File: src/rtl/fir_pkg.sv
// Shared types and constants for the FIR tap accumulator datapath.
package fir_pkg;

    typedef enum logic {
        ACC  = 1'b0,
        HOLD = 1'b1
    } acc_state_t;

    localparam int          PROD_W  = 32;
    localparam logic [31:0] SAT_MAX = 32'h7FFF_FFFF;
    localparam logic [31:0] SAT_MIN = 32'h8000_0000;

endpackage

File: src/rtl/rca_32bit.sv
// 32-bit ripple-carry adder built from a chain of full-adder cells.
module rca_32bit
    import fir_pkg::*;
(
    input  logic [PROD_W-1:0] a,
    input  logic [PROD_W-1:0] b,
    input  logic              c,
    output logic [PROD_W-1:0] sum,
    output logic              cout
);

    logic [PROD_W:0] carry_s;

    assign carry_s[0] = c;

    for (genvar i = 0; i < PROD_W; i++) begin : g_fa
        assign sum[i]       = a[i] ^ b[i] ^ carry_s[i];
        assign carry_s[i+1] = (a[i] & b[i]) | (carry_s[i] & (a[i] ^ b[i]));
    end

    assign cout = carry_s[PROD_W];

endmodule

File: src/rtl/fir_tap_accumulator.sv
// Sequential MAC back end: sums NTAPS signed products (or fewer on in_last) into one sample.
// Define FIR_ACC_SAT_EN to clamp the accumulator on signed overflow instead of wrapping.
module fir_tap_accumulator
    import fir_pkg::*;
#(
    parameter  int NTAPS = 16,
    localparam int CNT_W = $clog2(NTAPS)
) (
    input  logic              clk,
    input  logic              rst,
    input  logic              in_valid,
    output logic              in_ready,
    input  logic [31:0]       in_data,
    input  logic              in_last,
    output logic              out_valid,
    input  logic              out_ready,
    output logic [31:0]       out_data,
    output logic              out_ovf,
    output logic [CNT_W-1:0]  tap_cnt
);

    acc_state_t        state_r;
    logic [PROD_W-1:0] acc_r;
    logic [PROD_W-1:0] sum_s;
    logic [PROD_W-1:0] next_acc_s;
    logic              ovf_s;
    logic              accept_s;
    logic              done_s;
    logic              rca_cout_unused_s;

    rca_32bit u_rca (
        .a    (acc_r),
        .b    (in_data),
        .c    (1'b0),
        .sum  (sum_s),
        .cout (rca_cout_unused_s)
    );

    // Signed overflow: both operands share a sign that the sum does not.
    assign ovf_s    = (acc_r[31] == in_data[31]) & (sum_s[31] != acc_r[31]);
    assign in_ready = (state_r == ACC) & ~rst;
    assign accept_s = in_valid & in_ready;
    assign done_s   = in_last | (tap_cnt == CNT_W'(NTAPS - 1));

    // Next accumulator value: clamped or wrapped depending on build.
    always_comb begin
        next_acc_s = sum_s;
`ifdef FIR_ACC_SAT_EN
        if (ovf_s) begin
            next_acc_s = acc_r[31] ? SAT_MIN : SAT_MAX;
        end else begin
            next_acc_s = sum_s;
        end
`else
        next_acc_s = sum_s;
`endif
    end

    // Accumulate/hold state machine with all outputs registered.
    always_ff @(posedge clk) begin
        if (rst) begin
            state_r   <= ACC;
            acc_r     <= 32'h0000_0000;
            tap_cnt   <= '0;
            out_valid <= 1'b0;
            out_data  <= 32'h0000_0000;
            out_ovf   <= 1'b0;
        end else begin
            case (state_r)
                ACC: begin
                    if (accept_s) begin
                        acc_r   <= next_acc_s;
                        tap_cnt <= tap_cnt + CNT_W'(1);
                        out_ovf <= out_ovf | ovf_s;
                        if (done_s) begin
                            state_r   <= HOLD;
                            out_valid <= 1'b1;
                            out_data  <= next_acc_s;
                        end else begin
                            state_r <= ACC;
                        end
                    end else begin
                        state_r <= ACC;
                    end
                end
                HOLD: begin
                    // Products offered here are not consumed; in_ready is low.
                    if (out_ready) begin
                        state_r   <= ACC;
                        out_valid <= 1'b0;
                        acc_r     <= 32'h0000_0000;
                        tap_cnt   <= '0;
                        out_ovf   <= 1'b0;
                    end else begin
                        state_r <= HOLD;
                    end
                end
                default: begin
                    state_r   <= ACC;
                    out_valid <= 1'b0;
                end
            endcase
        end
    end

endmodule

File: config.mk
export PLATFORM = sky130hd
export DESIGN_NAME = fir_tap_accumulator
export DESIGN_NICKNAME = d
export VERILOG_FILES = /design/src/rtl/fir_pkg.sv /design/src/rtl/rca_32bit.sv /design/src/rtl/fir_tap_accumulator.sv
export SDC_FILE = /design/constraint.sdc
export NUM_CORES = 1
export LEC_CHECK = 0
export BUFFER_PORTS_ARGS = -buffer_cell sky130_fd_sc_hd__buf_2
export CAP_MARGIN = 10
export CORE_AREA = 10 10 82 113
export DETAILED_ROUTE_END_ITERATION = 8
export DIE_AREA = 0 0 92 123
export PLACE_DENSITY = 0.8
export SLEW_MARGIN = 20
export SYNTH_ARGS = -nofsm -noshare
export SYNTH_HDL_FRONTEND = slang
export SYNTH_SLANG_ARGS = --single-unit
File: constraint.sdc
create_clock -name clk -period 20.5 [get_ports clk]
set_input_delay 4.1 -clock clk [delete_from_list [all_inputs] [get_ports clk]]
set_output_delay 4.1 -clock clk [all_outputs]
set_load 0.03 [all_outputs]
# ---- After elaboration in Yosys (flattened, before gate mapping)
# Index checks and enable logic that the tools add are counted.
# Widths: inputs -> output; s select.
dict set report word_totals {
  ff_bits 71
  output_inout_bits 39
}
dict set report classes {
  eq_ne 6
  add_sub_neg 1
  reduce_logical 3
  n_bitwise 161
  mux 16
}
# operator count
set op_table {}
lappend op_table {{$and 1x1->1} 64}
lappend op_table {{$mux 32} 2}
lappend op_table {{$pmux 32 s2} 1}
lappend op_table {{$xor 1x1->1} 63}
lappend op_table {{$or 1x1->1} 32}
lappend op_table {{$mux 4} 2}
lappend op_table {{$pmux 4 s2} 1}
lappend op_table {{$mux 1} 7}
lappend op_table {{$ne 2x2->1 const B} 3}
lappend op_table {{$pmux 1 s2} 3}
lappend op_table {{$reduce_and 3->1} 2}
lappend op_table {{$add 4x1->4 const B} 1}
lappend op_table {{$eq 4x4->1 const B} 1}
lappend op_table {{$not 1->1} 2}
lappend op_table {{$reduce_and 2->1} 1}
lappend op_table {{$eq 1x1->1} 1}
lappend op_table {{$ne 1x1->1} 1}

# ---- Depth between registers and ports, before layout
# Gate-level depths: netlist of the first run.
dict set report logic_depth {
  word_depth 67
  ltp_mapped 41
  depth_no_buf 41
}

# ---- Cells and area by module
# Synthesis of the first run repeated with hierarchy kept, for this count alone.
dict set report hier_totals {
  hier_cells 222
  area_unflattened_um2 2964.1
}
# mod area_per_inst_um2 cells_each n_inst
set by_module_without_submodules {}
lappend by_module_without_submodules {fir_tap_accumulator 2285.9 180 1}
lappend by_module_without_submodules {rca_32bit 678.2 42 1}

# ---- Least setup slack after synthesis of the first run
# Ideal clock, no wire load.
dict set report synth_timing {
  kind {input to register}
  start {input port in_data[0]}
  end {register out_ovf}
  setup_ns 0.058
  path_slack_ns 4.685
  cell_stages 41
  arrival_ns 15.757
  required_time_ns 20.442
  cell_sequence {ha_1 -> inv_1 -> fa_1 -> fa_1 -> fa_1 -> fa_1 -> fa_1 -> fa_1 -> fa_1 -> fa_1 -> fa_1 -> fa_1 -> fa_1 -> fa_1 -> fa_1 -> fa_1 -> fa_1 -> fa_1 -> [... 5 more ...] -> fa_1 -> inv_1 -> fa_1 -> inv_1 -> fa_1 -> fa_1 -> inv_1 -> fa_1 -> inv_1 -> fa_1 -> fa_1 -> inv_1 -> fa_1 -> inv_1 -> fa_1 -> or3_1 -> a22oi_1 -> o21a_1}
}
dict set report synth_via {
  elab_chain_cells 67
}
# item line
set synth_lines {}
lappend synth_lines {{start, declared} fir_tap_accumulator.sv:13} ;# input logic [31:0] in_data,
lappend synth_lines {{$and 1x1->1 (2 in a row)} rca_32bit.sv:18} ;# assign carry_s[i+1] = (a[i] & b[i]) | (carry_s[i] & (a[i] ^ b[i]));
lappend synth_lines {{$or 1x1->1} rca_32bit.sv:18}
lappend synth_lines {{$and 1x1->1} rca_32bit.sv:18}
lappend synth_lines {{$or 1x1->1} rca_32bit.sv:18}
lappend synth_lines {{$and 1x1->1} rca_32bit.sv:18}
lappend synth_lines {{$or 1x1->1} rca_32bit.sv:18}
lappend synth_lines {{$and 1x1->1} rca_32bit.sv:18}
lappend synth_lines {{$or 1x1->1} rca_32bit.sv:18}
lappend synth_lines {{[... 50 more ...]} n/a}
lappend synth_lines {{$and 1x1->1} rca_32bit.sv:18}
lappend synth_lines {{$or 1x1->1} rca_32bit.sv:18}
lappend synth_lines {{$xor 1x1->1} rca_32bit.sv:17} ;# assign sum[i] = a[i] ^ b[i] ^ carry_s[i];
lappend synth_lines {{$ne 1x1->1} fir_tap_accumulator.sv:40} ;# assign ovf_s = (acc_r[31] == in_data[31]) & (sum_s[31] != acc_r[31]);
lappend synth_lines {{$and 1x1->1} fir_tap_accumulator.sv:40}
lappend synth_lines {{$or 1x1->1} fir_tap_accumulator.sv:74} ;# out_ovf <= out_ovf | ovf_s;
lappend synth_lines {{$mux 1} fir_tap_accumulator.sv:71} ;# if (accept_s) begin
lappend synth_lines {{$pmux 1 s2} fir_tap_accumulator.sv:69} ;# case (state_r)
lappend synth_lines {{end signal, assigned} fir_tap_accumulator.sv:74}
lappend synth_lines {{end, declared} fir_tap_accumulator.sv:18} ;# output logic out_ovf,
# Every way passes these cells. The select of a mux whose other input is x is not followed.
# A chain may end at the register's enable or synchronous reset.

# ---- Final worst setup path of the first run
dict set report layout_timing {
  start {input port in_data[0]}
  end {register out_data[31]}
}
dict set report layout_via {
  elab_chain_cells 62
}
# item line
set layout_lines {}
lappend layout_lines {{$and 1x1->1 (2 in a row)} rca_32bit.sv:18}
lappend layout_lines {{$or 1x1->1} rca_32bit.sv:18}
lappend layout_lines {{$and 1x1->1} rca_32bit.sv:18}
lappend layout_lines {{$or 1x1->1} rca_32bit.sv:18}
lappend layout_lines {{$and 1x1->1} rca_32bit.sv:18}
lappend layout_lines {{$or 1x1->1} rca_32bit.sv:18}
lappend layout_lines {{$and 1x1->1} rca_32bit.sv:18}
lappend layout_lines {{$or 1x1->1} rca_32bit.sv:18}
lappend layout_lines {{[... 45 more ...]} n/a}
lappend layout_lines {{$or 1x1->1} rca_32bit.sv:18}
lappend layout_lines {{$and 1x1->1} rca_32bit.sv:18}
lappend layout_lines {{$or 1x1->1} rca_32bit.sv:18}
lappend layout_lines {{$and 1x1->1} rca_32bit.sv:18}
lappend layout_lines {{$or 1x1->1} rca_32bit.sv:18}
lappend layout_lines {{$and 1x1->1} rca_32bit.sv:18}
lappend layout_lines {{$or 1x1->1} rca_32bit.sv:18}
lappend layout_lines {{$xor 1x1->1} rca_32bit.sv:17}
lappend layout_lines {{end signal, assigned} fir_tap_accumulator.sv:78} ;# out_data <= next_acc_s;
lappend layout_lines {{end, declared} fir_tap_accumulator.sv:17} ;# output logic [31:0] out_data,
# Every way passes these cells.

==> results of run 1 <==
==> placed cells by master (no fill, tap or decap), types with 2 or more instances in the layout <==
cell type  Yosys  final
a2111o_1       2      2
a211oi_1      27     27
a21o_1         3      3
a21oi_1       58     58
a22o_1         3      3
buf_2          8     75
buf_4          0      4
clkbuf_1      14      2
clkbuf_8       0     10
clkinv_2       0      3
dfxtp_1       71     71
fa_1          30     30
ha_1           2      2
inv_1         63     63
nand2_1        6      5
nand2b_1      24     24
nand3_1       32     32
nor2_1         4      3
o2111ai_1      2      2
o21ai_0        5      5
o2bb2ai_1      4      4
xnor2_1        2      2
==> per-stage QoR <==
step / worst slack, ns / cell area (µm²) / power [W] / utilization [%] / hold WS, ns
finish: 4.313 / 4099 / 0.0003339 / 56.76 / 0.4692
global route: 3.856 / 4099 / 0.0003538 / 56.76 / 0.4818
CTS: 4.356 / 4096 / 0.0003379 / 56.72 / 0.4681
detailed placement: 3.992 / 3906 / 0.0002268 / 54.09 / 0.4486
global placement: 4.257 / 3906 / 0.0002238 / 54.09 / 0.4333
floorplan: 4.685 / 3501 / 0.0002063 / - / 0.4323
==> cell families (layout without fill, tap and decap cells) <==
family                   count (synthesis)  after routing  synth area share [%]
AO/OA/AOI/OAI                          108            108                 19.19
adder cells (fa/ha/maj)                 32             32                 17.87
AND/OR/NAND/NOR                         71             71                 11.08
multiplexers                             1              1                0.2859
flip-flops                              71             71                 40.60
buffers and inverters                   91            158                 10.47
XOR/XNOR                                 2              2                0.5004
==> registers in the layout, summed over array words and instances (netlist names) <==
signal and count:
out_data 32, out_ovf 1, tap_cnt 4, state_r 1
out_valid 1, acc_r 32
==> synthesized netlist by cell type <==
library cell	count
fa_1	30
a2111o_1	2
o2bb2ai_1	4
a31o_2	1
a21o_1	3
nand3_1	32
clkbuf_1	14
nor3b_2	1
a21oi_1	58
ha_1	2
buf_6	2
nand2_1	6
a22oi_1	1
xnor2_1	2
o21a_1	1
dfxtp_1	71
or2_2	1
o2111ai_1	2
nor2_1	4
a211oi_1	27
o21ai_0	5
inv_1	63
nand2b_1	24
a31oi_1	1
buf_2	8
or3b_1	1
or3_1	1
a22o_1	3
nand4_1	1
mux2i_1	1
buf_1	4
==> report_power, final <==
group	switching [W]	internal (W)	leakage [nW]
registers	0.00000593	0.000148	0.580
logic	0.0000418	0.0000279	1.01
clock network	0.0000514	0.0000590	0.100
total	0.0000991	0.000235	1.69
==> final timing paths <==
| path | startpoint | to | depth (start not counted) |
|---|---|---|---|
| worst max-delay path | in_data[0] | out_data[31] | 42 |
| worst min-delay path | acc_r[3] | acc_r[3] | 2 |
| worst max register to register | acc_r[0] | out_data[31] | 41 |
| worst min register to register | acc_r[3] | acc_r[3] | 2 |
==> layout make-up <==
cell class              count  area [µm²]  area share, %
clock buffers              12       145.1          3.541
clock inverters             4       45.04          1.099
inverters                  63       236.5          5.769
multi-input cells         214        1724          42.06
flip-flops and latches     71        1421          34.68
well taps                  97       121.4          2.961
repair buffers             79       405.4          9.890
==> worst max-delay path, delay by kind of cell <==
kind | cells | cell delay, ns
AOI/OAI and AO/OA | 1 | 0.24
xor gates and xnor gates | 2 | 0.33
adders and majority gates | 31 | 11.26
buffers and inverters | 8 | 0.53
==> metal layers <==
metal	share of wire [%]	up-vias
li1	-	1365
met1	40	1316
met2	53	67
met3	5.6	11
met4	2.1	0
met5	0	-
==> impl_metrics.toml, run 1 <==
[synth]
ys_seq_area_share_pct = 40.60
yosysTopAreaCellShare_pct = 40.60
synth_cells = 376
ys_seq_elements = 71
synth_top_area_cell = "dfxtp_1"
ys.warnings.count = 0
syn_nets = 445
netlist_area_mm2 = 0.003501
syn_avg_cell_area_um2 = 9.311
synth.area.top_cells = "dfxtp_1 41%, fa_1 17%, a21oi_1 8.3%"
yosysUniqueCellTypes = 31

[sta]
setup_tns_ns = 0
tightestPinTransition_ns = 0.8703
max_slew_margin_pct = 41.92
slew_viol_final = 0
period_minus_slack_ns = 16.19
rsz0062_at_grt = "no"
fin_skew_ns = 0.004852
finalHoldViolCount = 0
fmax_mhz = 61.78
setup_viol = 0
fin_crit_sh_pct = 78.96

[pwr]
max-vdd-ir-drop_mv = 0.04943
powerDensity_mw_per_mm2 = 81.46
p_leak_nw = 1.694

[cells_and_area]
final_nets = 507
syn_to_final_growth_pct = 17.08
drive_above_1_share_pct = 22.12
antenna_cells = 0
instances_no_fill = 540
fillers = 683

[grt]
grt_start_max_net_pins = 65
grt_pass1_wl_um = 14110
grt_pass1_vias = 2907
grt_usage_pct = 15.57
grt.overflow.total = 0
grt_use_met1_pct = 16.96
grt.busiest_layer = "met2"
use_met3_pct = 5.397
antenna_found_initial = 0
met2_usage_pct = 26.59

[min_path]
min_path_type = "flip-flop to flip-flop"

[floorplan]
fp.dieH_um = 123
ios = 76
rows = 37
die_area_mm2 = 0.01132
initial_core_util_pct = 48.48
core_area_mm2 = 0.007222
die_w_um = 92

[detailed_routing]
drc = 0
dr.pass1.iters = 4
ant_nets = 0
num_vias = 2759
wl_um = 8446
detail_route.wl_per_cell_um = 15.64
viasPerCell = 5.109
drtIter0Drc = 130

[clocking]
cts_hold_buffers = 0
cts.sinks = 71
path_clk_slew_ns = 0.07
insertion_delay_ns = 0.36
htree_num_levels = 3
cts_resized = 0
postCtsSetupBuffers = 0
tritoncts = "yes"
clock-root-buffer = "clkbuf_8"
clk_path_buf_depth = 2
cts_buffers = 9

[setup_path]
worst_setup_path_end_kind = "flip-flop"
arrival_ns = 16.45
critical_path_class = "primary input to flip-flop"
slowest_stage = "fa_1"
cp_slowest_stage_delay_ns = 0.42
crit_required_ns = 20.77
ff2ff_setup_slack_ns = 7.79
cp_common_cell = "fa_1"
crit_fanout = 3
crit_path_start_kind = "primary input"

[flow_run]
max-cap-violations = 0

[placed_design]
post-dp-hpwl_um = 5965
portBuffers = 75
gp_congestion = 0.7929
dp.cells = 524

[outcome]
status = "completed"
No activity file was read; power rests on OpenSTA's default activity.
==> run 2, diff against run 1 <==
CORE_AREA = 10 10 83 114   (was 10 10 82 113)
DIE_AREA = 0 0 93 124   (was 0 0 92 123)
PLACE_DENSITY = 0.81   (was 0.8)
clock period = 13.1 ns   (was 20.5 ns; I/O delays follow)
==> run 2 against run 1 <==
  * The flow now finishes with violations (setup timing)
  * Setup slack lost 4.7 ns
  * Total power up 62%
  * Critical path depth stayed put
  * Sequential cell count did not move
  * Cell area increased by 3.2%
  * Wire length is 0.67% higher
  * Largest cell class unchanged
  * Cell count is the same
  * Highest routed layer unchanged
  * Non-clock buffer count unchanged
  * Via count increased by 2.5%
  * First-iteration DRC count rose by 25%
  * Global-route usage down 0.24 points
  * Combinational power grew 70%
==> impl_metrics.toml, run 2 (synthesis results as in run 1) <==
[clocking]
tritoncts = "yes"
path_clk_slew_ns = 0.07
cts.sinks = 71
clock-root-buffer = "clkbuf_8"
clk_path_buf_depth = 2
htree_num_levels = 3
cts_buffers = 9
insertion_delay_ns = 0.34

[setup_path]
crit_end = "out_ovf"
cp_slowest_stage_delay_ns = 0.37
cp_common_cell = "fa_2"
crit_required_ns = 13.39
crit_fanout = 3
r2r.worst_path.cells = 41
crit_path_start_kind = "primary input"
critical_path_class = "primary input to flip-flop"
r2r-end = "out_ovf"
arrival_ns = 13.75
slowest_stage = "fa_2"
rr_startpoint = "acc_r[0]"
cp-startpoint = "in_data[0]"
worst_setup_path_end_kind = "flip-flop"
ff2ff_setup_slack_ns = 1.56

[grt]
grt_usage_pct = 15.33
grt_pass1_wl_um = 14250
grt_start_max_net_pins = 65
grt.overflow.total = 0
grt_pass1_vias = 2990
antenna_found_initial = 0

[floorplan]
ios = 76
die_w_um = 93
fp.dieH_um = 124
rows = 37
initial_core_util_pct = 47.86
core_area_mm2 = 0.007315
die_area_mm2 = 0.01153

[cells_and_area]
final_nets = 507
instances_no_fill = 540
final_common_cell = "buf_2"
post-route-util_pct = 57.83
antenna_cells = 0
drive_above_1_share_pct = 31.60
syn_to_final_growth_pct = 20.84
layout.cells.most_common_list = "74 x buf_2, 71 x dfxtp_1, 58 x a21oi_1"
reg.largest.list = "acc_r: 32 flops, out_data: 32 flops, tap_cnt: 4 flops"

[sta]
fin_crit_sh_pct = 102.8
setup_viol = 5
rsz0062_at_grt = "yes"
tightestPinTransition_ns = 1.048
slew_viol_final = 0
setup_ws_ns = -0.3659
max_slew_margin_pct = 30.04
finalHoldViolCount = 0
fin_skew_ns = 0.01075
fmax_mhz = 74.26
period_minus_slack_ns = 13.47

[pwr]
powerDensity_mw_per_mm2 = 128.0
p_leak_nw = 1.701
max-vdd-ir-drop_mv = 0.06778

[outcome]
status = "complete, but fails checks"
violations = "setup timing"

[placed_design]
gp_congestion = 0.8112
dp.cells = 524
place_ws_ns = -0.7172
portBuffers = 75
post-dp-hpwl_um = 6066

[detailed_routing]
viasPerCell = 5.239
detail_route.wl_per_cell_um = 15.75
drc = 0
dr.pass1.iters = 4
ant_nets = 0
drtIter0Drc = 162
wl_um = 8503
num_vias = 2829

[flow_run]
max-cap-violations = 0

[min_path]
min_path_type = "flip-flop to flip-flop"
[run 2: cell types whose count changed in the layout (fill, tap and decap cells not counted), sizes merged]
cell | previous run | this run
clkbuf | 12 | 13
clkinv | 3 | 2
[run 2: through the flow]
stage | hold slack (ns) | power (W) | setup TNS (ns) | area, µm²
after floorplan | 0.4323 | 0.0003276 | -0.3729 | 3576
after global placement | 0.4330 | 0.0003557 | -1.900 | 3981
after detailed placement | 0.4513 | 0.0003611 | -3.292 | 3981
after CTS | 0.4701 | 0.0005460 | -1.109 | 4223
after global routing | 0.4826 | 0.0005713 | -2.317 | 4230
final | 0.4656 | 0.0005416 | -1.127 | 4230
[run 2: where the power goes]
group	internal (W)	switching (W)	total [W]
Combinational	0.0000491	0.0000685	0.000118
Clock	0.000103	0.0000798	0.000183
Sequential	0.000231	0.00000969	0.000241
[run 2: worst min path at each step]
stage	from	to	cells past startpoint
final	out_valid	out_valid	1
after global routing	acc_r[27]	acc_r[27]	1
after CTS	acc_r[9]	acc_r[9]	2
after detailed placement	acc_r[27]	acc_r[27]	1
after global placement	out_valid	out_valid	1
after floorplan	acc_r[25]	acc_r[25]	1
[run 2: critical path, delay by kind of cell]
kind                       cells  cell delay (ns)
adders and majority gates     31            10.10
and+or+nand+nor                1             0.32
AOI/OAI and AO/OA              2             0.29
buffers and inverters          8             0.43
[run 2: per-layer routing]
layer  wire (µm)  share of wire [%]  vias up  global-route usage, %
met4         227                2.7        0                  8.414
met1        3362                 40     1373                  16.63
met5           0                  0        -                      0
met3         452                5.3       18                  3.733
li1            -                  -     1366                      -
met2        4461                 52       72                  26.89
[run 2: cell type report]
type / instances / area, µm²
clock buffer: 13 / 168.9
tap: 97 / 121.4
timing repair buffer: 79 / 411.6
sequential: 71 / 1421
fill: 698 / 3084
inverter: 63 / 236.5
multi-input combinational: 214 / 1831
clock inverter: 3 / 40.04
[run 2: repair_timing]
item,CTS,global route
endpoints found under the setup margin,5,7
hold buffers,0,0
pin swaps,5,5
gates resized for setup,11,1
hold endpoints to repair,0,0
buffers inserted,0,0
